## src/rtl/reg_slice_pkg.sv

```systemverilog
`default_nettype none
// ============================================================================
// Module      : reg_slice_pkg
// Description : Shared constants for the ready/valid register slice.
//               MODE_* select which handshake paths the slice registers.
//               mode_is_valid() lets the top reject an unsupported MODE
//               while the design is being elaborated.
// Revision    : 1.0 - initial release
// ============================================================================
package reg_slice_pkg;

  localparam int MODE_BYPASS   = 0;  // wires only, no state
  localparam int MODE_FORWARD  = 1;  // valid/data registered
  localparam int MODE_BACKWARD = 2;  // ready registered (skid buffer)
  localparam int MODE_FULL     = 3;  // skid stage feeding forward stage

  function automatic bit mode_is_valid(input int mode);
    return (mode >= MODE_BYPASS) && (mode <= MODE_FULL);
  endfunction

endpackage
`default_nettype wire

```

## src/rtl/ready_valid_reg_slice_if.sv

```systemverilog
`default_nettype none
// ============================================================================
// Module      : ready_valid_reg_slice_if
// Description : One valid/ready stream channel.
//               master : drives valid, data; samples ready
//               slave  : samples valid, data; drives ready
// Revision    : 1.0 - initial release
// ============================================================================
interface ready_valid_reg_slice_if #(
  parameter int WIDTH = 8
);
  logic             valid;
  logic             ready;
  logic [WIDTH-1:0] data;

  modport master (output valid, output data, input ready);
  modport slave  (input valid, input data, output ready);
endinterface
`default_nettype wire

```

## src/rtl/reg_slice_skid_stage.sv

```systemverilog
`default_nettype none
// ============================================================================
// Module      : reg_slice_skid_stage
// Description : Skid buffer that registers the ready path. Zero latency,
//               one beat of storage.
// Ports       : clk, rst (sync, active-high), flush
//               in_valid_i / in_ready_o / in_data_i     upstream side
//               out_valid_o / out_ready_i / out_data_o  downstream side
//               held_next_o  next-state of the skid valid register
// Revision    : 1.0 - initial release
// ============================================================================
module reg_slice_skid_stage
  import reg_slice_pkg::*;
#(
  parameter int WIDTH = 8
) (
  input  logic             clk,
  input  logic             rst,
  input  logic             flush,
  input  logic             in_valid_i,
  output logic             in_ready_o,
  input  logic [WIDTH-1:0] in_data_i,
  output logic             out_valid_o,
  input  logic             out_ready_i,
  output logic [WIDTH-1:0] out_data_o,
  output logic             held_next_o
);

  logic             kv_q;
  logic             kv_d;
  logic [WIDTH-1:0] kd_q;
  logic             ready_q;
  logic             w_accept;
  logic             w_kv_raw;

  // ready_q is preset during reset so the port reads 1 on the first cycle
  // after release; the rst gate keeps it low while reset is applied.
  assign in_ready_o = ready_q & ~rst;
  assign w_accept   = in_valid_i & in_ready_o;

  always_comb begin
    // A held beat drains when downstream accepts; otherwise a freshly
    // accepted beat that downstream refuses is caught in the skid.
    w_kv_raw = kv_q ? ~out_ready_i : (w_accept & ~out_ready_i);
    kv_d     = w_kv_raw & ~flush;
  end

  always_ff @(posedge clk) begin
    if (rst) begin
      kv_q    <= 1'b0;
      kd_q    <= '0;
      ready_q <= 1'b1;
    end else begin
      kv_q    <= kv_d;
      ready_q <= ~kv_d;
      if (!kv_q && w_kv_raw && !flush) begin
        kd_q <= in_data_i;
      end
    end
  end

  assign out_valid_o = ~rst & (kv_q | in_valid_i);
  assign out_data_o  = kv_q ? kd_q : in_data_i;
  assign held_next_o = kv_d;

endmodule
`default_nettype wire

```

## src/rtl/ready_valid_reg_slice.sv

```systemverilog
`default_nettype none
// ============================================================================
// Module      : ready_valid_reg_slice
// Description : Parametrised valid/ready register slice. MODE selects
//               bypass, forward register, skid buffer, or skid->forward.
// Ports       : clk, rst (sync, active-high), flush (sync discard)
//               m     upstream channel (slave modport)
//               s     downstream channel (master modport)
//               busy  registered: at least one beat held
// Revision    : 1.0 - initial release
// ============================================================================
module ready_valid_reg_slice
  import reg_slice_pkg::*;
#(
  parameter int WIDTH = 8,
  parameter int MODE  = MODE_FULL
) (
  input  logic                    clk,
  input  logic                    rst,
  input  logic                    flush,
  ready_valid_reg_slice_if.slave  m,
  ready_valid_reg_slice_if.master s,
  output logic                    busy
);

  if (!mode_is_valid(MODE)) begin : g_mode_check
    $error("ready_valid_reg_slice: unsupported MODE %0d", MODE);
  end

  case (MODE)
    MODE_FORWARD, MODE_FULL: begin : g_forward
      logic             w_in_valid;
      logic             w_in_ready;
      logic [WIDTH-1:0] w_in_data;
      logic             w_up_held_next;
      logic             w_accept;
      logic             ov_q;
      logic             ov_d;
      logic [WIDTH-1:0] od_q;
      logic             busy_q;

      if (MODE == MODE_FULL) begin : g_skid
        reg_slice_skid_stage #(
          .WIDTH (WIDTH)
        ) u_skid (
          .clk         (clk),
          .rst         (rst),
          .flush       (flush),
          .in_valid_i  (m.valid),
          .in_ready_o  (m.ready),
          .in_data_i   (m.data),
          .out_valid_o (w_in_valid),
          .out_ready_i (w_in_ready),
          .out_data_o  (w_in_data),
          .held_next_o (w_up_held_next)
        );
      end else begin : g_direct
        assign w_in_valid     = m.valid;
        assign w_in_data      = m.data;
        assign m.ready        = w_in_ready;
        assign w_up_held_next = 1'b0;
      end

      // The output register frees up in the same cycle it is drained.
      assign w_in_ready = ~rst & (~ov_q | s.ready);
      assign w_accept   = w_in_valid & w_in_ready;

      always_comb begin
        ov_d = ov_q;
        if (w_accept) begin
          ov_d = 1'b1;
        end else if (s.ready) begin
          ov_d = 1'b0;
        end
        if (flush) begin
          ov_d = 1'b0;
        end
      end

      always_ff @(posedge clk) begin
        if (rst) begin
          ov_q   <= 1'b0;
          od_q   <= '0;
          busy_q <= 1'b0;
        end else begin
          ov_q   <= ov_d;
          busy_q <= ov_d | w_up_held_next;
          if (w_accept && !flush) begin
            od_q <= w_in_data;
          end
        end
      end

      assign s.valid = ov_q & ~rst;
      assign s.data  = od_q;
      assign busy    = busy_q;
    end

    MODE_BACKWARD: begin : g_backward
      logic w_held_next;
      logic busy_q;

      reg_slice_skid_stage #(
        .WIDTH (WIDTH)
      ) u_skid (
        .clk         (clk),
        .rst         (rst),
        .flush       (flush),
        .in_valid_i  (m.valid),
        .in_ready_o  (m.ready),
        .in_data_i   (m.data),
        .out_valid_o (s.valid),
        .out_ready_i (s.ready),
        .out_data_o  (s.data),
        .held_next_o (w_held_next)
      );

      always_ff @(posedge clk) begin
        if (rst) begin
          busy_q <= 1'b0;
        end else begin
          busy_q <= w_held_next;
        end
      end

      assign busy = busy_q;
    end

    // MODE_BYPASS; other values are already rejected by g_mode_check.
    default: begin : g_bypass
      assign s.valid = m.valid;
      assign s.data  = m.data;
      assign m.ready = s.ready;
      assign busy    = 1'b0;
    end
  endcase

endmodule
`default_nettype wire

```

## src/flat_wrapper.sv

```systemverilog
// flat-port wrapper written by rule: the top's interface ports become plain ports
module ready_valid_reg_slice_flat import reg_slice_pkg::*;
#(
  parameter int WIDTH = 8,
  parameter int MODE  = MODE_FULL
)
  (clk, rst, flush, busy, m_valid, m_data, m_ready, s_valid, s_data, s_ready);
  ready_valid_reg_slice_if #(.WIDTH(WIDTH)) m_i ();
  ready_valid_reg_slice_if #(.WIDTH(WIDTH)) s_i ();
  input  logic clk;
  input  logic rst;
  input  logic flush;
  output logic busy;
  input wire logic [$bits(m_i.valid)-1:0] m_valid;
  input wire logic [$bits(m_i.data)-1:0] m_data;
  output wire logic [$bits(m_i.ready)-1:0] m_ready;
  output wire logic [$bits(s_i.valid)-1:0] s_valid;
  output wire logic [$bits(s_i.data)-1:0] s_data;
  input wire logic [$bits(s_i.ready)-1:0] s_ready;
  assign m_i.valid = m_valid;
  assign m_i.data = m_data;
  assign m_ready = m_i.ready;
  assign s_valid = s_i.valid;
  assign s_data = s_i.data;
  assign s_i.ready = s_ready;
  ready_valid_reg_slice #(.WIDTH(WIDTH), .MODE(MODE)) u_core (.clk(clk), .rst(rst), .flush(flush), .m(m_i), .s(s_i), .busy(busy));
endmodule
```

## config.mk

```make
export PLATFORM = sky130hd
export DESIGN_NAME = ready_valid_reg_slice_flat
export DESIGN_NICKNAME = d
export VERILOG_FILES = /design/src/rtl/reg_slice_pkg.sv /design/src/rtl/ready_valid_reg_slice_if.sv /design/src/rtl/reg_slice_skid_stage.sv /design/src/rtl/ready_valid_reg_slice.sv /design/src/flat_wrapper.sv
export SDC_FILE = /design/constraint.sdc
export NUM_CORES = 1
export LEC_CHECK = 0
export ABC_AREA = 1
export BUFFER_PORTS_ARGS = -buffer_cell sky130_fd_sc_hd__buf_2
export CAP_MARGIN = 20
export CORE_MARGIN = 8
export CORE_UTILIZATION = 54
export CTS_CLUSTER_DIAMETER = 120
export CTS_CLUSTER_SIZE = 20
export DETAILED_ROUTE_END_ITERATION = 10
export HOLD_SLACK_MARGIN = 0.15
export PLACE_DENSITY_LB_ADDON = 0.1
export SETUP_SLACK_MARGIN = 0.2
export SLEW_MARGIN = 0
export SYNTH_ARGS = -nofsm -noshare
export SYNTH_HDL_FRONTEND = slang
export SYNTH_SLANG_ARGS = --single-unit
export TNS_END_PERCENT = 50
```

## constraint.sdc

```tcl
create_clock -name clk -period 1.8 [get_ports clk]
set_clock_uncertainty 0.15 [all_clocks]
set_input_delay 0.18 -clock clk [delete_from_list [all_inputs] [get_ports clk]]
set_output_delay 0.18 -clock clk [all_outputs]
set_load 0.01 [all_outputs]
```

Word level (Yosys, flattened, before mapping)
Cells that the tools add are included.
- input port bits: 13
- output and inout port bits: 11
- register bits: 20
- word-level logic and storage cells: 32
- muxes and demuxes: 5
- reduce and logical (&&, ||, !) cells: 5
- bitwise gates (word level): 16
- operators with widths (kind ; count):
    $and A1 B1 Y1 ; 8
    $mux W8 ; 1
    $not A1 Y1 ; 5
    $mux W1 ; 4
    $logic_and A1 B1 Y1 ; 3
    $or A1 B1 Y1 ; 3
    $logic_not A1 Y1 ; 2

Longest topological paths before layout
Gate-level depths: netlist of run 1.
- word-level depth: 8
- depth in mapped cells: 7
- mapped depth without buffers: 7

Cells and area by module
From an unflattened synthesis of run 1, not the netlist that was laid out.
- cell total of the unflattened synthesis: 165
- area, all modules: 1108.6 um^2
- modules (own cells, without submodules) (module ; area each (um^2) ; cells an instance ; seq. area each (um^2) ; times used):
    reg_slice_skid_stage ; 631.9 ; 98 ; 200.2 ; 1
    ready_valid_reg_slice ; 476.7 ; 67 ; 200.2 ; 1

Worst setup path after synthesis of run 1
OpenSTA, ideal clock, no wires.
- path type: reg-to-reg
- from: register u_core.g_forward.g_skid.u_skid.kv_q
- to: register u_core.g_forward.od_q[0] (netlist: u_core.s.data[0])
- arrival: 0.955 ns
- data required time: 1.534 ns
- cell stages (with the launch flop): 8
- path slack: 0.579 ns
- path buffers: 1
- period minus slack after synthesis: 1.221 ns
- setup time: 0.116 ns
- cell sequence: dfxtp_1 buf_2 nor2_1 nor2_1 nand3_2 inv_2 nor2_1 nor2_1
- longest elaborated chain between the ends: 4
- elaborated cells between the ends (all ways): 5
- those cells by class: mux: 1; bitwise: 3; reduce/logical: 1
- ends and longest elaborated chain (what ; line ; RTL):
    start: declaration ; reg_slice_skid_stage.sv:29 ; logic kv_q;
    start signal: assignment ; reg_slice_skid_stage.sv:54 ; kv_q <= kv_d;
    $or A1 B1 Y1 ; reg_slice_skid_stage.sv:62 ; assign out_valid_o = ~rst & (kv_q | in_valid_i);
    $and A1 B1 Y1 ; reg_slice_skid_stage.sv:62 ;
    $and A1 B1 Y1 ; ready_valid_reg_slice.sv:66 ; assign w_accept = w_in_valid & w_in_ready;
    $logic_and A1 B1 Y1 ; ready_valid_reg_slice.sv:88 ; if (w_accept && !flush) begin
    end signal: assignment ; ready_valid_reg_slice.sv:89 ; od_q <= w_in_data;
    end: declaration ; ready_valid_reg_slice.sv:39 ; logic [WIDTH-1:0] od_q;
Parallel ways exist; a longest one is shown, timed or not.
A chain may end at the register's enable or synchronous reset.

Worst setup path after layout of run 1
- from: input flush
- to: register u_core.g_forward.ov_q
- longest elaborated chain between the ends: 1
- ends and longest elaborated chain (what ; line ; RTL):
    start: declaration ; flat_wrapper.sv:12 ; input logic flush;
    $mux W1 ; ready_valid_reg_slice.sv:75 ; if (flush) begin
    end signal: assignment ; ready_valid_reg_slice.sv:86 ; ov_q <= ov_d;
    end: declaration ; ready_valid_reg_slice.sv:37 ; logic ov_q;
Every way passes these cells.

==> results of run 1 <==
-- worst paths after layout --
kind / slack [ps] / end / cells past startpoint
setup reg to reg: 320 / u_core.busy / 3
hold reg to reg: 330 / u_core.s.data[6] / 2
setup / recovery: 250 / u_core.g_forward.ov_q / 4
hold / removal: 230 / u_core.g_forward.g_skid.u_skid.kv_q / 6
-- power groups by stage --
stage | Sequential (mW) | Combinational, mW | Clock, mW
4_1_cts | 0.471 | 0.142 | 0.260
2_1_floorplan | 0.485 | 0.0762 | 0
3_5_place_dp | 0.481 | 0.122 | 0
3_3_place_gp | 0.481 | 0.120 | 0
5_1_grt | 0.475 | 0.179 | 0.278
6_report | 0.472 | 0.160 | 0.256
-- cell families (layout without fill, tap and decap cells) --
| logic type | Yosys count | in the layout | synth area share [%] |
|---|---|---|---|
| flip-flops | 20 | 20 | 43.4 |
| AO/OA/AOI/OAI | 20 | 20 | 13.0 |
| AND/OR/NAND/NOR | 67 | 67 | 34.4 |
| buffers and inverters | 20 | 60 | 9.21 |
-- cell type report --
class / count / share of cell area (%)
repair buffers: 40 / 22.4
flip-flops and latches: 20 / 31.1
multi-input cells: 87 / 36.7
clock buffers: 4 / 2.82
inverters: 16 / 5.34
well taps: 17 / 1.65
-- through the flow --
step,cells,hold slack [ps],utilization (%),total power [mW]
after CTS,182,215,72.8,0.874
after global placement,165,275,62.8,0.601
after floorplan,127,103,-,0.562
after global routing,184,252,77.2,0.932
final,184,233,77.2,0.889
after detailed placement,165,273,62.8,0.603
-- sequential cells by signal, summed over array words and instances (netlist names) --
name / flops
u_core.busy: 1
u_core.g_forward.g_skid.u_skid.kd_q: 8
u_core.g_forward.g_skid.u_skid.kv_q: 1
u_core.g_forward.g_skid.u_skid.ready_q: 1
u_core.g_forward.ov_q: 1
u_core.s.data: 8
-- synth_stat cells --
cell type	number	area, sq um
a21oi_4	1	16.3
o21ai_2	1	8.76
nor2_4	1	11.3
inv_1	14	52.6
a211oi_1	2	15.0
nor2_1	35	131
o21ai_0	16	80.1
nor2_2	1	6.26
nand2_1	16	60.1
nand2_2	3	18.8
nand4_1	8	50.1
inv_2	2	7.51
dfxtp_1	20	400
buf_2	2	10.0
buf_1	1	3.75
nand3_2	2	20.0
nor2_8	1	20.0
buf_6	1	11.3
-- timing repair --
item	CTS	global route
buffers inserted	0	2
hold buffers	13	0
endpoints found under the setup margin	0	19
resized for setup	0	14
hold endpoints to repair	13	0
-- critical path, stage by stage --
cell,delay [ps]
dlygate4sd3_1,540
buf_2,180
a211oi_2,190
dlygate4sd3_1,560
-- metal layers --
layer	wire, um	global-route usage [%]	vias to the layer above
li1	-	-	484
met1	1000	16.3	380
met2	975	20.6	28
met3	127	3.59	6
met4	37	5.36	0
met5	0	0	-
==> summary.md, run 1 <==
| Metric | Value |
|---|---|
| Max frequency | 0.643 GHz |
| Clock slew at reported path FFs | 110 ps |
| Placer's final routability congestion estimate | 0.889 |
| Min-Delay Path Class | in2reg |
| Peak supply drop | 0.586 mV |
| Final period utilization | 86.4% |
| Initial core utilization | 55.3% |
| P per Cell Area | 690 nW/um^2 |
| Worst-path fanout max | 5 |
| Cell area after layout | 1290 sq um |
| # port buffers | 23 |
| Cell Area, Placed | 1050 sq um |
| Chip width | 57.4 um |
| Worst skew pair latency | 290 ps |
| Worst Tran Pin Value | 253 ps |
| Clock network fraction of total power | 28.8% |
| Power share of the sequential group | 53.1% |
| Post-DP HPWL | 1.45 mm |
| Syn_nets | 140 |
| Most frequent cells in the layout | 34 x nor2_1, 22 x buf_2, 20 x dfxtp_1 |
| Root Buffer | clkbuf_4 |
| Drt wl/cell | 11.6 um |
| Post-layout worst setup margin | 245 ps |
| Num CTS Buffers | 3 |
| Die ar. | 3290 sq um |
| FF+latch count, synth | 20 |
| Via density | 4.88 |
| Global-route wire length before repair | 3.56 mm |
| Switching share of power | 25.8% |
| Slew HR | 83.1% |
| Logic pwr share | 18.1% |
| Endpoint class of the critical path | flip-flop |
| P_sw | 0.229 mW |
| CTS Sinks | 20 |
| Hold path start | s_ready |
| Antenna diodes | 0 |
| All-Layer GR Usage | 13.1% |
| Vias | 898 |
| Final setup vio count | 0 |
| Core area | 1670 sq um |
| P_leak | 0.592 nW |
| Outcome | finished, final reports clean |
| Register area share after synthesis | 43.4% |
| Cell count after synthesis | 127 |
| Initial antenna violation count | 0 |
| # H-tree levels | 1 |
| WP data arrival | 1650 ps |
| Initial DRC Count | 28 |
| Vias in the first global route | 827 |
| Layout cells sized above 1 | 28.1% |
| Internal | 0.660 mW |
| Register Area | 400 sq um |
| Total congestion overflow | 0 |
| Antenna Nets Post-Route | 0 |
| Die Ht | 57.4 um |
| Maxcap violations | 0 |
| CTS Buffer Depth | 2 |
| P&R area growth vs syn | 39.6% |
| RSZ-0062 raised after global routing | yes |
| DRC Markers | 0 |
| Drt total wl | 2.14 mm |
| Fin. Hold Viols | 0 |
| Yosys cell types | 18 |
| Number of nets in the layout | 181 |
| Worst setup path class | in2reg |
| Setup TNS | 0 ps |
| Mean Syn Cell Area | 7.27 sq um |
| Clock period minus worst slack | 1550 ps |
| Syn Std Cell Area | 923 sq um |
| Worst r2r src | u_core.g_forward.ov_q |
| Fill count | 120 |
| CP Launch Point | flush |
| Commonest non-fill, non-tap cell in the layout | nor2_1 |
| Multi-input logic area | 473 sq um |
| Largest net degree at the start of global routing | 20 |
| I/O pin cnt | 24 |
| Worst setup SP type | input port |
| CTS tree | yes |
| Std cell rows | 15 |
| Dpl ws | 420 ps |
| CP required | 1900 ps |
| Synth Warn # | 0 |
| Max-slew violations | 0 |
| Drt pass-1 iters | 4 |
Note: power is estimated with default switching activity, not from simulation.
==> run 2: changes to the inputs <==
--- a/config.mk
+++ b/config.mk
@@ -9,5 +9,5 @@
 export BUFFER_PORTS_ARGS = -buffer_cell sky130_fd_sc_hd__buf_2
 export CAP_MARGIN = 20
-export CORE_MARGIN = 8
+export CORE_MARGIN = 2
 export CORE_UTILIZATION = 54
 export CTS_CLUSTER_DIAMETER = 120
==> constraint.sdc (replaced) <==
create_clock -name clk -period 1.8 [get_ports clk]
set_clock_uncertainty 0.15 [all_clocks]
set_input_delay 0.54 -clock clk [delete_from_list [all_inputs] [get_ports clk]]
set_output_delay 0.54 -clock clk [all_outputs]
set_load 0.01 [all_outputs]
==> run 2 against run 1 <==
Net effect:
- via count is 3.0% lower
- count of clock-buffer cells in the layout shrank 1
- setup slack worse by 45 ps
- sequential share of layout area is 4.8 points higher
- design area decreased by 13%
- fmax shrank 2.8%
- largest cell class unchanged
==> summary.md, run 2 (synthesized netlist as in run 1, its figures left out) <==
| Metric | Value |
|---|---|
| Antenna Nets Post-Route | 0 |
| Layout cells sized above 1 | 31.0% |
| Placer's final routability congestion estimate | 0.811 |
| Worst setup path class | in2out |
| All-Layer GR Usage | 20.8% |
| P per Cell Area | 723 nW/um^2 |
| Std cell rows | 14 |
| Most frequent cells in the layout | 34 x nor2_1, 22 x buf_2, 19 x dfxtp_1 |
| Die Ht | 45.4 um |
| Vias in the first global route | 699 |
| Drt total wl | 1.77 mm |
| P&R area growth vs syn | 21.1% |
| Worst Tran Pin Value | 297 ps |
| Total congestion overflow | 0 |
| Final period utilization | 88.9% |
| # port buffers | 23 |
| Max-slew violations | 0 |
| Clock slew at reported path FFs | 100 ps |
| Drt pass-1 iters | 4 |
| Final setup vio count | 0 |
| Final Hold Slack | 270 ps |
| I/O pin cnt | 24 |
| Initial core utilization | 59.2% |
| Initial antenna violation count | 0 |
| Clock period minus worst slack | 1600 ps |
| P_leak | 0.525 nW |
| Number of nets in the layout | 170 |
| Global-route wire length before repair | 3.04 mm |
| Core area | 1560 sq um |
| Power consumption | 0.808 mW |
| Worst setup SP type | input port |
| Chip width | 45.4 um |
| Setup TNS | 0 ps |
| # H-tree levels | 1 |
| Vias | 871 |
| Fill count | 156 |
| Peak supply drop | 0.409 mV |
| Worst skew pair latency | 290 ps |
| WP data arrival | 910 ps |
| Via density | 5.09 |
| Die ar. | 2060 sq um |
| Num CTS Buffers | 3 |
| CTS Sinks | 20 |
| Drt wl/cell | 10.3 um |
| Reg-to-reg slack, setup | 370 ps |
| CP required | 1110 ps |
| Largest net degree at the start of global routing | 14 |
| Commonest non-fill, non-tap cell in the layout | nor2_1 |
| CTS tree | yes |
| Antenna diodes | 0 |
| Maxcap violations | 0 |
| Max frequency | 0.625 GHz |
| Post-DP HPWL | 1.31 mm |
| Root Buffer | clkbuf_4 |
| Outcome | finished, final reports clean |
| Initial DRC Count | 16 |
| Slew HR | 80.2% |
| Worst-path fanout max | 5 |
| Fin. Hold Viols | 0 |
| Utilization after layout | 71.7% |
| Min-Delay Path Class | in2reg |
| Endpoint class of the critical path | output pin |
| DRC Markers | 0 |
| CTS Buffer Depth | 2 |
| RSZ-0062 raised after global routing | yes |
-- run 2: per-stage QoR --
step,instance area (sq um),worst slack (ps),cells
global route,1120,160,171
finish,1120,200,171
global placement,1060,97.5,166
detailed placement,1060,84.8,166
CTS,1110,208,171
floorplan,923,340,127
-- run 2: final cells by class --
class | instances | area, sq um | share of cell area (%)
repair buffers | 29 | 166 | 14.9
flip-flops and latches | 20 | 402 | 35.9
inverters | 16 | 62.6 | 5.59
well taps | 16 | 20.0 | 1.79
multi-input cells | 87 | 445 | 39.8
clock buffers | 3 | 22.5 | 2.01
-- run 2: metal layers --
layer	GRT usage (%)	vias up	share of wire, %
li1	-	462	-
met1	26.8	381	47
met2	32.6	24	48
met3	5.20	4	4.0
met4	9.41	0	1.1
met5	0	-	0
-- run 2: worst paths after layout --
kind,startpoint,endpoint,cells after the start
worst min-delay path,rst,u_core.g_forward.ov_q,2
worst max register to register,u_core.g_forward.g_skid.u_skid.kv_q,u_core.s.data[4],6
worst max-delay path,rst,m_ready,5
worst min register to register,u_core.s.data[7],u_core.s.data[7],2
-- run 2: critical path, cell delays in order --
cell     delay [ps]
buf_6           110
inv_4            60
nand2_4          50
inv_2            40
buf_2           110
-- run 2: report_power, final --
group          switching (mW)  internal [mW]
Combinational          0.0769         0.0551
Sequential            0.00940          0.462
Clock                   0.127         0.0779
Total                   0.213          0.595
-- run 2: repair_timing --
| action | 4_1_cts | 5_1_grt |
|---|---|---|
| cloned | 0 | 0 |
| resized for setup | 4 | 4 |
| hold endpoints to repair | 0 | 0 |
| endpoints found under the setup margin | 1 | 2 |
| hold buffers | 0 | 0 |
| setup buffers | 2 | 0 |
| pin swaps | 0 | 1 |
==> run 3: changes to the inputs <==
==> constraint.sdc (replaced) <==
create_clock -name clk -period 1.8 [get_ports clk]
set_clock_uncertainty 0.15 [all_clocks]
set_input_delay 0.36 -clock clk [delete_from_list [all_inputs] [get_ports clk]]
set_output_delay 0.36 -clock clk [all_outputs]
set_load 0.01 [all_outputs]
==> run 3 against run 2 <==
Net effect:
- combinational power down 5%
- routed wire length up 3.0%
- hold slack worse by 91 ps
- setup slack better by 170 ps
- power up 6.2%
- clock power up 28%
- design area down 2.1%
- largest power group unchanged
- sequential cell count unchanged
- global-route usage up 0.38 points
==> summary.md, run 3 (synthesized netlist as in run 1, its figures left out) <==
| Metric | Value |
|---|---|
| Chip width | 45.4 um |
| M2 GR Usage | 33.4% |
| Maxcap violations | 0 |
| Initial core utilization | 59.2% |
| Std cell rows | 14 |
| DRC Markers | 0 |
| Die ar. | 2060 sq um |
| Cells after DPL | 164 |
| Crit path largest cell delay | 320 ps |
| Placer's final routability congestion estimate | 0.785 |
| Worst-path fanout max | 2 |
| P per Cell Area | 784 nW/um^2 |
| Vias in the first global route | 762 |
| Endpoint class of the critical path | output pin |
| Largest net degree at the start of global routing | 20 |
| Crit path buf inv count | 2 |
| Num CTS Buffers | 3 |
| P&R area growth vs syn | 18.6% |
| Drt wl/cell | 10.8 um |
| Crit path cell chain | nand2_2, inv_1, buf_2 |
| I/O pin cnt | 24 |
| Antenna diodes | 0 |
| Total congestion overflow | 0 |
| Initial DRC Count | 11 |
| CTS tree | yes |
| Worst setup SP type | flip-flop |
| # port buffers | 23 |
| Setup TNS | 0 ps |
| Grt met1 use | 27.0% |
| Clock slew at reported path FFs | 110 ps |
| Final period utilization | 79.6% |
| Worst skew pair latency | 300 ps |
| Initial antenna violation count | 0 |
| Number of nets in the layout | 167 |
| Antenna Nets Post-Route | 0 |
| Most frequent cells in the layout | 35 x nor2_1, 23 x buf_2, 20 x dfxtp_1 |
| Top Family by Delay on Critical Path | flip-flops |
| Outcome | finished, final reports clean |
| Worst setup path class | reg2out |
| Slew HR | 80.0% |
| Worst Tran Pin Value | 300 ps |
| WP data arrival | 920 ps |
| P_leak | 0.515 nW |
| Core area | 1560 sq um |
| Met3 Use GR | 3.60% |
| Fin. Hold Viols | 0 |
| Root Buffer | clkbuf_4 |
| Slowest cell on the critical path | dfxtp_1 |
| Clock period minus worst slack | 1430 ps |
| All-Layer GR Usage | 21.2% |
| Post-route insts no fill | 169 |
| Drt pass-1 iters | 4 |
| Peak supply drop | 0.615 mV |
| # H-tree levels | 1 |
| Layout cells sized above 1 | 26.8% |
| Max-slew violations | 0 |
| Max frequency | 0.697 GHz |
| Dpl ws | 252 ps |
| Post-layout worst setup margin | 366 ps |
| Commonest non-fill, non-tap cell in the layout | nor2_1 |
| CTS Sinks | 20 |
| Drt total wl | 1.82 mm |
| Min-Delay Path Class | in2reg |
| RSZ-0062 raised after global routing | no |
| Final setup vio count | 0 |
| Vias | 851 |
| CP required | 1290 ps |
| Die Ht | 45.4 um |
| Busiest grt layer | met2 |
| Via density | 5.04 |
| Post-DP HPWL | 1.33 mm |
| CTS Buffer Depth | 2 |
| Global-route wire length before repair | 3.08 mm |
[run 3: changes by cell type in the layout (fill, tap and decap cells not counted), sizes merged]
cell / delta
buf: -4
clkbuf: +1
dlygate4sd3: +1
[run 3: stage by stage]
| stage | hold slack [ps] | cell area (sq um) | power [mW] | utilization, % |
|---|---|---|---|---|
| after floorplan | 283 | 923 | 0.562 | - |
| after global placement | 308 | 1050 | 0.600 | 67.3 |
| after detailed placement | 315 | 1050 | 0.604 | 67.3 |
| after CTS | 175 | 1090 | 0.864 | 70.2 |
| after global routing | 185 | 1090 | 0.895 | 70.2 |
| final | 179 | 1090 | 0.858 | 70.2 |
[run 3: what timing repair did]
action,4_1_cts,5_1_grt
hold endpoints to repair,4,0
setup buffers,0,0
gates resized for setup,0,0
hold buffers,1,0
[run 3: worst paths after layout]
| path | start | endpoint | slack [ps] | cells after the start |
|---|---|---|---|---|
| setup / recovery | u_core.g_forward.g_skid.u_skid.ready_q | m_ready | 370 | 3 |
| hold / removal | flush | u_core.g_forward.ov_q | 180 | 2 |
| setup reg to reg | u_core.g_forward.g_skid.u_skid.kv_q | u_core.g_forward.g_skid.u_skid.kd_q[2] | 490 | 5 |
| hold reg to reg | u_core.s.data[1] | u_core.s.data[1] | 340 | 2 |
[run 3: cell type report]
cell class,count,area (sq um)
clock buffer,4,36.3
fill,132,464
sequential,20,400
multi-input combinational,87,438
timing repair buffer,26,140
tap,16,20.0
inverter,16,60.1
[run 3: power breakdown]
group	switching, mW	internal, mW
combinational	0.0763	0.0491
sequential	0.00852	0.462
clock	0.139	0.123
total	0.223	0.635
[run 3: layer usage]
| layer | wire length (um) | up-vias |
|---|---|---|
| li1 | - | 453 |
| met1 | 833 | 367 |
| met2 | 850 | 27 |
| met3 | 93 | 4 |
| met4 | 44 | 0 |
| met5 | 0 | - |
